==> src/rtl/pipeline_hazard_ctrl_if.sv <==
// ---------------------------------------------------------------------------
// pipeline_hazard_ctrl_if
//   Bundles the signals exchanged between the 5-stage pipeline datapath and
//   the hazard/sequencing controller.
//
//   Parameter:
//     ADDR_W  register-file address width
//
//   Pipeline -> controller (controller inputs):
//     id_read_addr_1/2        rs1/rs2 of the instruction in ID (0 = unused)
//     ex_read_addr_1/2        rs1/rs2 held in the ID/EX register
//     ex_reg_write_enable     ID/EX write enable
//     ex_reg_write_addr       ID/EX rd
//     ex_is_load              ID/EX instruction writes back memory data
//     mem_reg_write_enable    EX/MEM write enable
//     mem_reg_write_addr      EX/MEM rd
//     wb_reg_write_enable     MEM/WB write enable
//     wb_reg_write_addr       MEM/WB rd
//     mem_branch              EX/MEM holds a branch
//     mem_zero                EX/MEM ALU zero flag
//     mem_branch_direction    1 = taken on zero, 0 = taken on nonzero
//     dmem_busy               data memory not ready this cycle
//
//   Controller -> pipeline (controller outputs):
//     stall_flag              bubble at ID/EX, hold IF/ID and PC
//     branch_flag             flush IF/ID, ID/EX, EX/MEM; PC takes target
//     freeze                  hold every pipeline register and PC
//     pc_write_enable         PC update allowed
//     fwd_sel_1/2             00 regfile, 01 EX/MEM alu_out, 10 MEM/WB data
//     timeout_err             sticky memory-timeout error
//     state                   00 RUN, 01 WAIT, 10 ERR (debug)
//
//   Modports:
//     master  the pipeline datapath side
//     slave   the hazard controller side
// ---------------------------------------------------------------------------
interface pipeline_hazard_ctrl_if #(
  parameter int ADDR_W = 5
);

  logic [ADDR_W-1:0] id_read_addr_1;
  logic [ADDR_W-1:0] id_read_addr_2;
  logic [ADDR_W-1:0] ex_read_addr_1;
  logic [ADDR_W-1:0] ex_read_addr_2;
  logic              ex_reg_write_enable;
  logic [ADDR_W-1:0] ex_reg_write_addr;
  logic              ex_is_load;
  logic              mem_reg_write_enable;
  logic [ADDR_W-1:0] mem_reg_write_addr;
  logic              wb_reg_write_enable;
  logic [ADDR_W-1:0] wb_reg_write_addr;
  logic              mem_branch;
  logic              mem_zero;
  logic              mem_branch_direction;
  logic              dmem_busy;

  logic              stall_flag;
  logic              branch_flag;
  logic              freeze;
  logic              pc_write_enable;
  logic [1:0]        fwd_sel_1;
  logic [1:0]        fwd_sel_2;
  logic              timeout_err;
  logic [1:0]        state;

  modport master (
    output id_read_addr_1, id_read_addr_2,
    output ex_read_addr_1, ex_read_addr_2,
    output ex_reg_write_enable, ex_reg_write_addr, ex_is_load,
    output mem_reg_write_enable, mem_reg_write_addr,
    output wb_reg_write_enable, wb_reg_write_addr,
    output mem_branch, mem_zero, mem_branch_direction,
    output dmem_busy,
    input  stall_flag, branch_flag, freeze, pc_write_enable,
    input  fwd_sel_1, fwd_sel_2, timeout_err, state
  );

  modport slave (
    input  id_read_addr_1, id_read_addr_2,
    input  ex_read_addr_1, ex_read_addr_2,
    input  ex_reg_write_enable, ex_reg_write_addr, ex_is_load,
    input  mem_reg_write_enable, mem_reg_write_addr,
    input  wb_reg_write_enable, wb_reg_write_addr,
    input  mem_branch, mem_zero, mem_branch_direction,
    input  dmem_busy,
    output stall_flag, branch_flag, freeze, pc_write_enable,
    output fwd_sel_1, fwd_sel_2, timeout_err, state
  );

endinterface

==> src/rtl/pipeline_hazard_ctrl.sv <==
// ---------------------------------------------------------------------------
// pipeline_hazard_ctrl
//   Central sequencer for the IF/ID/EX/MEM/WB pipeline registers. Detects
//   load-use hazards and taken branches, produces EX-stage forwarding
//   selects, freezes the pipeline while data memory is busy, and flags a
//   hung memory through a watchdog that counts consecutive busy cycles.
//
//   Parameters:
//     ADDR_W    register-file address width
//     MAX_WAIT  consecutive busy cycles tolerated in WAIT before ERR (1..255)
//     CNT_W     performance counter width (PIPE_CTRL_PERF_EN builds only)
//
//   Ports:
//     clk       pipeline clock
//     rst_n     synchronous active-low reset
//     bus       pipeline_hazard_ctrl_if.slave (hazard inputs, control outputs)
//     stall_count, flush_count, wait_count
//               saturating counts of stall / branch / freeze cycles
//               (present only when PIPE_CTRL_PERF_EN is defined)
//
//   Configuration macro:
//     PIPE_CTRL_PERF_EN  adds the three performance counters.
//
//   All control outputs are combinational from the registered state and the
//   current inputs; only the FSM state, the wait counter and the sticky
//   timeout error are registered.
// ---------------------------------------------------------------------------
module pipeline_hazard_ctrl #(
  parameter int ADDR_W   = 5,
  parameter int MAX_WAIT = 16,
  parameter int CNT_W    = 32
) (
  input  logic                    clk,
  input  logic                    rst_n,
  pipeline_hazard_ctrl_if.slave   bus
`ifdef PIPE_CTRL_PERF_EN
  ,
  output logic [CNT_W-1:0]        stall_count,
  output logic [CNT_W-1:0]        flush_count,
  output logic [CNT_W-1:0]        wait_count
`endif
);

  typedef enum logic [1:0] {
    ST_RUN  = 2'b00,
    ST_WAIT = 2'b01,
    ST_ERR  = 2'b10
  } state_t;

  // Just wide enough to hold MAX_WAIT.
  localparam int WAIT_W = $clog2(MAX_WAIT + 1);
  localparam logic [WAIT_W-1:0] WAIT_LIMIT = WAIT_W'(MAX_WAIT);
  localparam logic [WAIT_W-1:0] WAIT_ONE   = WAIT_W'(1);

  state_t            state_q, state_d;
  logic [WAIT_W-1:0] wait_cnt_q, wait_cnt_d;
  logic              err_q, err_d;

  logic taken;
  logic load_use;
  logic stall_c, branch_c, freeze_c, pc_we_c;

  // -------------------------------------------------------------------------
  // Hazard detection
  // -------------------------------------------------------------------------
  assign taken = bus.mem_branch & (bus.mem_zero == bus.mem_branch_direction);

  assign load_use = bus.ex_is_load & bus.ex_reg_write_enable &
                    (bus.ex_reg_write_addr != '0) &
                    ((bus.ex_reg_write_addr == bus.id_read_addr_1) |
                     (bus.ex_reg_write_addr == bus.id_read_addr_2));

  // -------------------------------------------------------------------------
  // Forwarding: the younger EX/MEM result wins over MEM/WB; x0 is hardwired
  // to zero so it is never forwarded.
  // -------------------------------------------------------------------------
  function automatic logic [1:0] fwd_select(
    input logic [ADDR_W-1:0] src,
    input logic              mem_we,
    input logic [ADDR_W-1:0] mem_rd,
    input logic              wb_we,
    input logic [ADDR_W-1:0] wb_rd
  );
    if (mem_we && (mem_rd != '0) && (mem_rd == src)) begin
      return 2'b01;
    end else if (wb_we && (wb_rd != '0) && (wb_rd == src)) begin
      return 2'b10;
    end else begin
      return 2'b00;
    end
  endfunction

  assign bus.fwd_sel_1 = fwd_select(bus.ex_read_addr_1,
                                    bus.mem_reg_write_enable, bus.mem_reg_write_addr,
                                    bus.wb_reg_write_enable, bus.wb_reg_write_addr);
  assign bus.fwd_sel_2 = fwd_select(bus.ex_read_addr_2,
                                    bus.mem_reg_write_enable, bus.mem_reg_write_addr,
                                    bus.wb_reg_write_enable, bus.wb_reg_write_addr);

  // -------------------------------------------------------------------------
  // FSM next-state and output logic
  // -------------------------------------------------------------------------
  always_comb begin
    // NOTE: every signal gets a default before the case so no path leaves a
    // combinational output unassigned, which would infer a latch.
    state_d    = state_q;
    wait_cnt_d = wait_cnt_q;
    err_d      = err_q;
    stall_c    = 1'b0;
    branch_c   = 1'b0;
    freeze_c   = 1'b0;
    pc_we_c    = 1'b0;

    unique case (state_q)
      ST_RUN: begin
        // Memory stall outranks everything: a frozen branch or load-use is
        // re-evaluated once the pipeline thaws.
        if (bus.dmem_busy) begin
          freeze_c   = 1'b1;
          state_d    = ST_WAIT;
          wait_cnt_d = WAIT_ONE;
        end else if (taken) begin
          // The flush discards the instruction that would need the bubble.
          branch_c = 1'b1;
          pc_we_c  = 1'b1;
        end else if (load_use) begin
          stall_c = 1'b1;
        end else begin
          pc_we_c = 1'b1;
        end
      end

      ST_WAIT: begin
        freeze_c = 1'b1;
        if (!bus.dmem_busy) begin
          state_d    = ST_RUN;
          wait_cnt_d = '0;
        end else if (wait_cnt_q == WAIT_LIMIT) begin
          state_d = ST_ERR;
          err_d   = 1'b1;
        end else if (wait_cnt_q != '1) begin
          wait_cnt_d = wait_cnt_q + WAIT_ONE;
        end
      end

      ST_ERR: begin
        // Only reset leaves ERR.
        freeze_c = 1'b1;
        err_d    = 1'b1;
      end

      default: begin
        // Unreachable encoding: recover to RUN.
        state_d    = ST_RUN;
        wait_cnt_d = '0;
      end
    endcase

    // While reset is held the pipeline must see no control activity.
    if (!rst_n) begin
      stall_c  = 1'b0;
      branch_c = 1'b0;
      freeze_c = 1'b0;
      pc_we_c  = 1'b0;
    end
  end

  assign bus.stall_flag      = stall_c;
  assign bus.branch_flag     = branch_c;
  assign bus.freeze          = freeze_c;
  assign bus.pc_write_enable = pc_we_c;
  assign bus.timeout_err     = err_q & rst_n;
  assign bus.state           = state_q;

  // -------------------------------------------------------------------------
  // State registers (synchronous reset)
  // -------------------------------------------------------------------------
  always_ff @(posedge clk) begin
    // NOTE: non-blocking assignments make every register sample the values
    // from before this edge, independent of statement order.
    if (!rst_n) begin
      state_q    <= ST_RUN;
      wait_cnt_q <= '0;
      err_q      <= 1'b0;
    end else begin
      state_q    <= state_d;
      wait_cnt_q <= wait_cnt_d;
      err_q      <= err_d;
    end
  end

`ifdef PIPE_CTRL_PERF_EN
  // -------------------------------------------------------------------------
  // Performance counters: count cycles with each flag asserted, saturating.
  // -------------------------------------------------------------------------
  always_ff @(posedge clk) begin
    if (!rst_n) begin
      stall_count <= '0;
      flush_count <= '0;
      wait_count  <= '0;
    end else begin
      if (stall_c && (stall_count != '1)) begin
        stall_count <= stall_count + CNT_W'(1);
      end
      if (branch_c && (flush_count != '1)) begin
        flush_count <= flush_count + CNT_W'(1);
      end
      if (freeze_c && (wait_count != '1)) begin
        wait_count <= wait_count + CNT_W'(1);
      end
    end
  end
`endif

endmodule

==> src/flat_wrapper.sv <==
// flat-port wrapper written by rule: the top's interface ports become plain ports
module pipeline_hazard_ctrl_flat 
#(
  parameter int ADDR_W   = 5,
  parameter int MAX_WAIT = 16,
  parameter int CNT_W    = 32
)
  (clk, rst_n, bus_id_read_addr_1, bus_id_read_addr_2, bus_ex_read_addr_1, bus_ex_read_addr_2, bus_ex_reg_write_enable, bus_ex_reg_write_addr, bus_ex_is_load, bus_mem_reg_write_enable, bus_mem_reg_write_addr, bus_wb_reg_write_enable, bus_wb_reg_write_addr, bus_mem_branch, bus_mem_zero, bus_mem_branch_direction, bus_dmem_busy, bus_stall_flag, bus_branch_flag, bus_freeze, bus_pc_write_enable, bus_fwd_sel_1, bus_fwd_sel_2, bus_timeout_err, bus_state);
  pipeline_hazard_ctrl_if #(.ADDR_W(ADDR_W)) bus_i ();
  input  logic clk;
  input  logic rst_n;
  input wire logic [$bits(bus_i.id_read_addr_1)-1:0] bus_id_read_addr_1;
  input wire logic [$bits(bus_i.id_read_addr_2)-1:0] bus_id_read_addr_2;
  input wire logic [$bits(bus_i.ex_read_addr_1)-1:0] bus_ex_read_addr_1;
  input wire logic [$bits(bus_i.ex_read_addr_2)-1:0] bus_ex_read_addr_2;
  input wire logic [$bits(bus_i.ex_reg_write_enable)-1:0] bus_ex_reg_write_enable;
  input wire logic [$bits(bus_i.ex_reg_write_addr)-1:0] bus_ex_reg_write_addr;
  input wire logic [$bits(bus_i.ex_is_load)-1:0] bus_ex_is_load;
  input wire logic [$bits(bus_i.mem_reg_write_enable)-1:0] bus_mem_reg_write_enable;
  input wire logic [$bits(bus_i.mem_reg_write_addr)-1:0] bus_mem_reg_write_addr;
  input wire logic [$bits(bus_i.wb_reg_write_enable)-1:0] bus_wb_reg_write_enable;
  input wire logic [$bits(bus_i.wb_reg_write_addr)-1:0] bus_wb_reg_write_addr;
  input wire logic [$bits(bus_i.mem_branch)-1:0] bus_mem_branch;
  input wire logic [$bits(bus_i.mem_zero)-1:0] bus_mem_zero;
  input wire logic [$bits(bus_i.mem_branch_direction)-1:0] bus_mem_branch_direction;
  input wire logic [$bits(bus_i.dmem_busy)-1:0] bus_dmem_busy;
  output wire logic [$bits(bus_i.stall_flag)-1:0] bus_stall_flag;
  output wire logic [$bits(bus_i.branch_flag)-1:0] bus_branch_flag;
  output wire logic [$bits(bus_i.freeze)-1:0] bus_freeze;
  output wire logic [$bits(bus_i.pc_write_enable)-1:0] bus_pc_write_enable;
  output wire logic [$bits(bus_i.fwd_sel_1)-1:0] bus_fwd_sel_1;
  output wire logic [$bits(bus_i.fwd_sel_2)-1:0] bus_fwd_sel_2;
  output wire logic [$bits(bus_i.timeout_err)-1:0] bus_timeout_err;
  output wire logic [$bits(bus_i.state)-1:0] bus_state;
  assign bus_i.id_read_addr_1 = bus_id_read_addr_1;
  assign bus_i.id_read_addr_2 = bus_id_read_addr_2;
  assign bus_i.ex_read_addr_1 = bus_ex_read_addr_1;
  assign bus_i.ex_read_addr_2 = bus_ex_read_addr_2;
  assign bus_i.ex_reg_write_enable = bus_ex_reg_write_enable;
  assign bus_i.ex_reg_write_addr = bus_ex_reg_write_addr;
  assign bus_i.ex_is_load = bus_ex_is_load;
  assign bus_i.mem_reg_write_enable = bus_mem_reg_write_enable;
  assign bus_i.mem_reg_write_addr = bus_mem_reg_write_addr;
  assign bus_i.wb_reg_write_enable = bus_wb_reg_write_enable;
  assign bus_i.wb_reg_write_addr = bus_wb_reg_write_addr;
  assign bus_i.mem_branch = bus_mem_branch;
  assign bus_i.mem_zero = bus_mem_zero;
  assign bus_i.mem_branch_direction = bus_mem_branch_direction;
  assign bus_i.dmem_busy = bus_dmem_busy;
  assign bus_stall_flag = bus_i.stall_flag;
  assign bus_branch_flag = bus_i.branch_flag;
  assign bus_freeze = bus_i.freeze;
  assign bus_pc_write_enable = bus_i.pc_write_enable;
  assign bus_fwd_sel_1 = bus_i.fwd_sel_1;
  assign bus_fwd_sel_2 = bus_i.fwd_sel_2;
  assign bus_timeout_err = bus_i.timeout_err;
  assign bus_state = bus_i.state;
  pipeline_hazard_ctrl #(.ADDR_W(ADDR_W), .MAX_WAIT(MAX_WAIT), .CNT_W(CNT_W)) u_core (.clk(clk), .rst_n(rst_n), .bus(bus_i));
endmodule
==> config.mk <==
export PLATFORM = sky130hd
export DESIGN_NAME = pipeline_hazard_ctrl_flat
export DESIGN_NICKNAME = d
export VERILOG_FILES = /design/src/rtl/pipeline_hazard_ctrl_if.sv /design/src/rtl/pipeline_hazard_ctrl.sv /design/src/flat_wrapper.sv
export SDC_FILE = /design/constraint.sdc
export NUM_CORES = 1
export LEC_CHECK = 0
export CAP_MARGIN = 20
export CELL_PAD_IN_SITES_DETAIL_PLACEMENT = 0
export CELL_PAD_IN_SITES_GLOBAL_PLACEMENT = 2
export CORE_MARGIN = 3
export CORE_UTILIZATION = 19
export CTS_CLUSTER_SIZE = 25
export DETAILED_ROUTE_END_ITERATION = 6
export MAX_ROUTING_LAYER = met4
export PLACE_DENSITY = 0.78
export SLEW_MARGIN = 15
export SYNTH_ARGS = -nofsm -noshare
export SYNTH_HDL_FRONTEND = slang
export SYNTH_SLANG_ARGS = --single-unit
==> constraint.sdc <==
create_clock -name clk -period 2.4 [get_ports clk]
set_clock_uncertainty 0.15 [all_clocks]
set_input_delay 0.36 -clock clk [delete_from_list [all_inputs] [get_ports clk]]
set_output_delay 0.36 -clock clk [all_outputs]
set_load 0.02 [all_outputs]
Word level (Yosys, flattened, before mapping)
Cells that the tools add are included.

word-level totals
  output and inout bits = 11
  logic and storage cells = 76
  memories = 0
  bits in read-only memories = 0
  bits in latches = 0
  memory bits (writable) = 0
  register bits = 8

operators by class
  divide/modulo/power cells = 0
  bitwise operators = 7
  equality and inequality tests = 17
  reduce and logical (&&, ||, !) cells = 15
  shift-type cells = 0
  mux-type cells = 33
  $mul = 0
  magnitude comparators = 0
  $add $sub $neg = 1

operator list
  operator                                               count
  == test 5 bit                                          6
  2-to-1 mux 5 bit                                       4
  2-to-1 mux 1 bit                                       18
  one-hot mux 5 bit (3 select lines)                     1
  nonzero test 5 bit                                     3
  2-to-1 mux 2 bit                                       7
  logical AND 1 bit                                      6
  inequality test 3 x 2 -> 1 bit, second input constant  2
  one-hot mux 2 bit (3 select lines)                     1
  AND reduction 3 bit                                    2
  adder 5 x 1 -> 5 bit, second input constant            1
  bitwise AND 1 bit                                      5
  == test 5 bit, second input constant                   1
  inequality test 5 bit, second input constant           1
  inequality test 2 bit, second input constant           2
  one-hot mux 1 bit (2 select lines)                     2
  AND reduction 4 bit                                    1
  inequality test 3 bit, second input constant           1
  == test 2 x 1 -> 1 bit, second input constant          1
  == test 2 bit, second input constant                   1
  logical NOT 2 bit                                      1
  inequality test 2 x 1 -> 1 bit, second input constant  1
  nonzero test 2 bit                                     1
  OR reduction 2 bit                                     1
  3 further kinds                                        3

Longest topological paths before layout
  depth in word-level cells = 8
  gate-level depth with buffers = 7
  mapped depth without buffers = 6

Least setup slack after synthesis
No wires, ideal clock.

  path type = input port to output port
  from = in bus_mem_reg_write_addr[1]
  to = out bus_fwd_sel_1[1]
  cell stages on the path = 4
  data arrival time = 1.921 ns
  data required time = 1.890 ns
  setup slack = -0.031 ns
  path through = or4_1 o21ai_1 nor4_1 nor4_1

on the way
  cells in the longest elaborated chain, start to end = 4
  elaborated cells on any way between the ends = 5
  classes of those cells = eq/ne: 1; mux: 1; reduce/logical: 3

ends and longest elaborated chain
  element                line                        source
  from (decl)            flat_wrapper.sv:20          input wire logic [$bits(bus_i.mem_reg_write_addr)-1:0] bus_mem_reg_write_addr;
  nonzero test 5 bit     pipeline_hazard_ctrl.sv:84  if (mem_we && (mem_rd != '0) && (mem_rd == src)) begin
  logical AND 1 bit      pipeline_hazard_ctrl.sv:84
  logical AND 1 bit (*)  pipeline_hazard_ctrl.sv:84
  2-to-1 mux 2 bit (*)   pipeline_hazard_ctrl.sv:84
  to (decl)              flat_wrapper.sv:31          output wire logic [$bits(bus_i.fwd_sel_1)-1:0] bus_fwd_sel_1;

Mark *: on every way between the ends. The rest lies on a longest branch, timed or not.

Worst setup path in the final report
  from = in bus_wb_reg_write_enable
  to = out bus_fwd_sel_2[1]

on the way
  cells in the longest elaborated chain, start to end = 4

ends and longest elaborated chain
  element                         line                        source
  from (decl)                     flat_wrapper.sv:21          input wire logic [$bits(bus_i.wb_reg_write_enable)-1:0] bus_wb_reg_write_enable;
  logical AND 1 bit (2 in a row)  pipeline_hazard_ctrl.sv:86  end else if (wb_we && (wb_rd != '0) && (wb_rd == src)) begin
  2-to-1 mux 2 bit                pipeline_hazard_ctrl.sv:86
  2-to-1 mux 2 bit                pipeline_hazard_ctrl.sv:84
  to (decl)                       flat_wrapper.sv:32          output wire logic [$bits(bus_i.fwd_sel_2)-1:0] bus_fwd_sel_2;

No other way between the ends.

==> run_results.csv <==
group,metric,value,unit
finish,antenna_cells,0,
global_routing,met1_usage,13.4,%
logic_synthesis,yosysUniqueCellTypes,29,
floorplanning,num_rows,25,
worst_setup_path,crit_path_end,"bus_fwd_sel_2[1]",
logic_synthesis,synth_seq_cells,8,
floorplanning,ios,56,
worst_setup_path,cp.depth,5,
clocking,clock-root-buffer,"clkbuf_8",
timing,fmax,416,MHz
detailed_routing,antenna_left,0,
worst_setup_path,critical_path_required,1.89,ns
logic_synthesis,yosysSeqAreaShare,17.0,%
place,dp_cells,265,
finish,layout-drive-gt1-share,23.5,%
status,outcome,"finished, violations left",
detailed_routing,via_count,1162,
floorplanning,die_h,76.5,um
timing,rsz0062_at_grt,"yes",
pwr,p_leak,0.766,nW
global_routing,use_met3,2.60,%
timing,worst_slack,-0.00307,ns
global_routing,grt_pass1_wl,5.52,mm
global_routing,busiest_layer,"met2",
detailed_routing,drt_iter0_markers,13,
worst_setup_path,reg2reg_from,"u_core.bus.state[0]",
finish,layout_common_cells,"clkdlybuf4s50_1 (33), buf_4 (25), xnor2_1 (17)",
worst_setup_path,cp.arrival,1.89,ns
global_routing,use_met2,21.6,%
logic_synthesis,syn_area_per_cell,7.80,um2
hold_path,hp-class,"register to register",
clocking,clkTransAtPathRegs,0.04,ns
worst_setup_path,r2r_cells,7,
worst_setup_path,worstPathCellList,"clkdlybuf4s50_1, o21ai_1, or4_4, nor4_4, buf_4",
place,portBuffers,55,
worst_setup_path,crit_start,"bus_wb_reg_write_enable",
timing,post-route-min-period,2.40,ns
clocking,clockBufferDepth,2,
global_routing,gr-total-overflow,0,
timing,holdWs,0.306,ns
detailed_routing,vias_per_cell,4.29,
global_routing,grt_usage,11.7,%
finish,layout.filler_cells,498,
hold_path,whs_path_depth,1,
timing,slew_violations,0,
finish,final_util,39.2,%
global_routing,grt_pass1_vias,1210,
timing,max-slew-margin-rel,76.5,%
timing,final_hold_viol_count,0,
logic_synthesis,yosys_warnings,0,
place,hpwl,2.85,mm
clocking,cts_hold_buf,0,
worst_setup_path,path_max_fanout,2,
clocking,clock_latency,0.23,ns
finish,nNetsFinal,258,
worst_setup_path,cp.buffers_inverters,2,
clocking,cts_max_level,1,
worst_setup_path,rrSetupSlack,0.25,ns
worst_setup_path,crit_type,"input port to primary output",
global_routing,antenna_found_initial,0,
worst_setup_path,cp_slowest_cell,"or4_4",
floorplanning,start_util,19.8,%
detailed_routing,firstDrtPassIters,4,
finish,fin_cells,271,
clocking,cts_buffers,3,
logic_synthesis,syn_area,943,um2
timing,worstMarginPinSlew,0.350,ns
logic_synthesis,syn_inst,121,
floorplanning,die_w,76.5,um
worst_setup_path,cpLargestDelayFamily,"simple AND/OR/NAND/NOR gates",
clocking,cts_sinks,8,
logic_synthesis,synthesis.nets,173,
worst_setup_path,start_kind,"input port",
finish,final_common_cell,"clkdlybuf4s50_1",
clocking,cts_tree,"done",
pwr,vdd_drop_max,0.000258,V
global_routing,grt_max_degree,7,
floorplanning,dieArea,5850,um2
pwr,powerDensity,301,nW/um2
job,cap_violations,0,
detailed_routing,routed_wl,3.37,mm
worst_setup_path,cpPeakStageDelay,0.56,ns
detailed_routing,drc,0,
worst_setup_path,crit_path_end_kind,"primary output",
place,dp_slack,-0.601,ns
worst_setup_path,rr_endpoint,"u_core.wait_cnt_q[3]",
finish,syn_to_final_growth,97.7,%
status,violations,"setup timing",
detailed_routing,wl_per_cell,12.4,um
timing,finalCritPeriodShare,100,%
timing,setup_violations,1,
pwr,total_power,0.562,mW
floorplanning,core_area,4750,um2
place,gp_congestion,0.861,
[layout make-up]
| cell class | count | area (um2) | area share (%) |
|---|---|---|---|
| multi-input combinational | 105 | 835 | 44.7 |
| timing repair buffer | 81 | 719 | 38.6 |
| sequential | 8 | 160 | 8.58 |
| tap | 67 | 83.8 | 4.49 |
| clock buffer | 3 | 41.3 | 2.21 |
| inverter | 7 | 26.3 | 1.41 |
[sequential cells by signal (all words and copies together), names as in the netlist]
signal,count
u_core.wait_cnt_q,5
u_core.bus.state,2
u_core.err_q,1
[what timing repair did]
action / 4_1_cts / 5_1_grt
setup endpoints to repair: 6 / 7
setup buffers: 2 / 1
pin swaps: 6 / 1
resized for setup: 44 / 16
[cells by family (layout without fill, tap and decap cells)]
| logic type | count (synthesis) | in the layout | share of synthesized area (%) |
|---|---|---|---|
| and+or+nand+nor | 41 | 41 | 26.0 |
| adders and majority gates | 7 | 7 | 9.28 |
| DFF | 8 | 8 | 17.0 |
| buffers and inverters | 8 | 91 | 3.32 |
| AOI/OAI and AO/OA | 26 | 26 | 15.6 |
| xor gates and xnor gates | 31 | 31 | 28.8 |
[report_power, final]
group          total [mW]  internal, mW  switching [mW]
Combinational       0.259         0.147           0.112
Clock               0.161         0.109          0.0521
Sequential          0.142         0.138         0.00421
[worst min path at each step]
stage               slack [ns]          from      endpoint
detailed placement        0.30  u_core.err_q  u_core.err_q
global placement          0.30  u_core.err_q  u_core.err_q
global route              0.34  u_core.err_q  u_core.err_q
CTS                       0.31  u_core.err_q  u_core.err_q
floorplan                 0.28  u_core.err_q  u_core.err_q
finish                    0.31  u_core.err_q  u_core.err_q
[cell usage after synthesis (all sizes together)]
library cell,instances,area [um2]
a21oi,10,50.1
a311oi,1,8.76
a31oi,1,6.26
and2,2,13.8
and3,2,12.5
and4b,1,10.0
and4bb,1,16.3
clkbuf,1,5.00
dfxtp,8,160
ha,7,87.6
inv,7,26.3
nand2,9,33.8
nand2b,1,6.26
nand3,5,25.0
nand4bb,1,11.3
nor2,4,15.0
nor2b,1,8.76
nor3,2,10.0
nor4,5,31.3
o21a,2,15.0
o21ai,8,40.0
o22ai,2,12.5
o31ai,2,15.0
or2,1,6.26
or4,6,45.0
xnor2,17,149
xor2,14,123
[per-layer routing]
layer	vias to the layer above	wire (um)
li1	598	-
met1	523	1440
met2	39	1740
met3	2	181
met4	0	7
met5	-	0
[stage by stage]
stage           TNS, ns  instance area [um2]
2_1_floorplan         0                  956
3_3_place_gp      -2.40                 1760
3_5_place_dp      -2.55                 1760
4_1_cts               0                 1840
5_1_grt         -0.0881                 1870
6_report       -0.00307                 1870
Note: power is estimated with default switching activity, not from simulation.
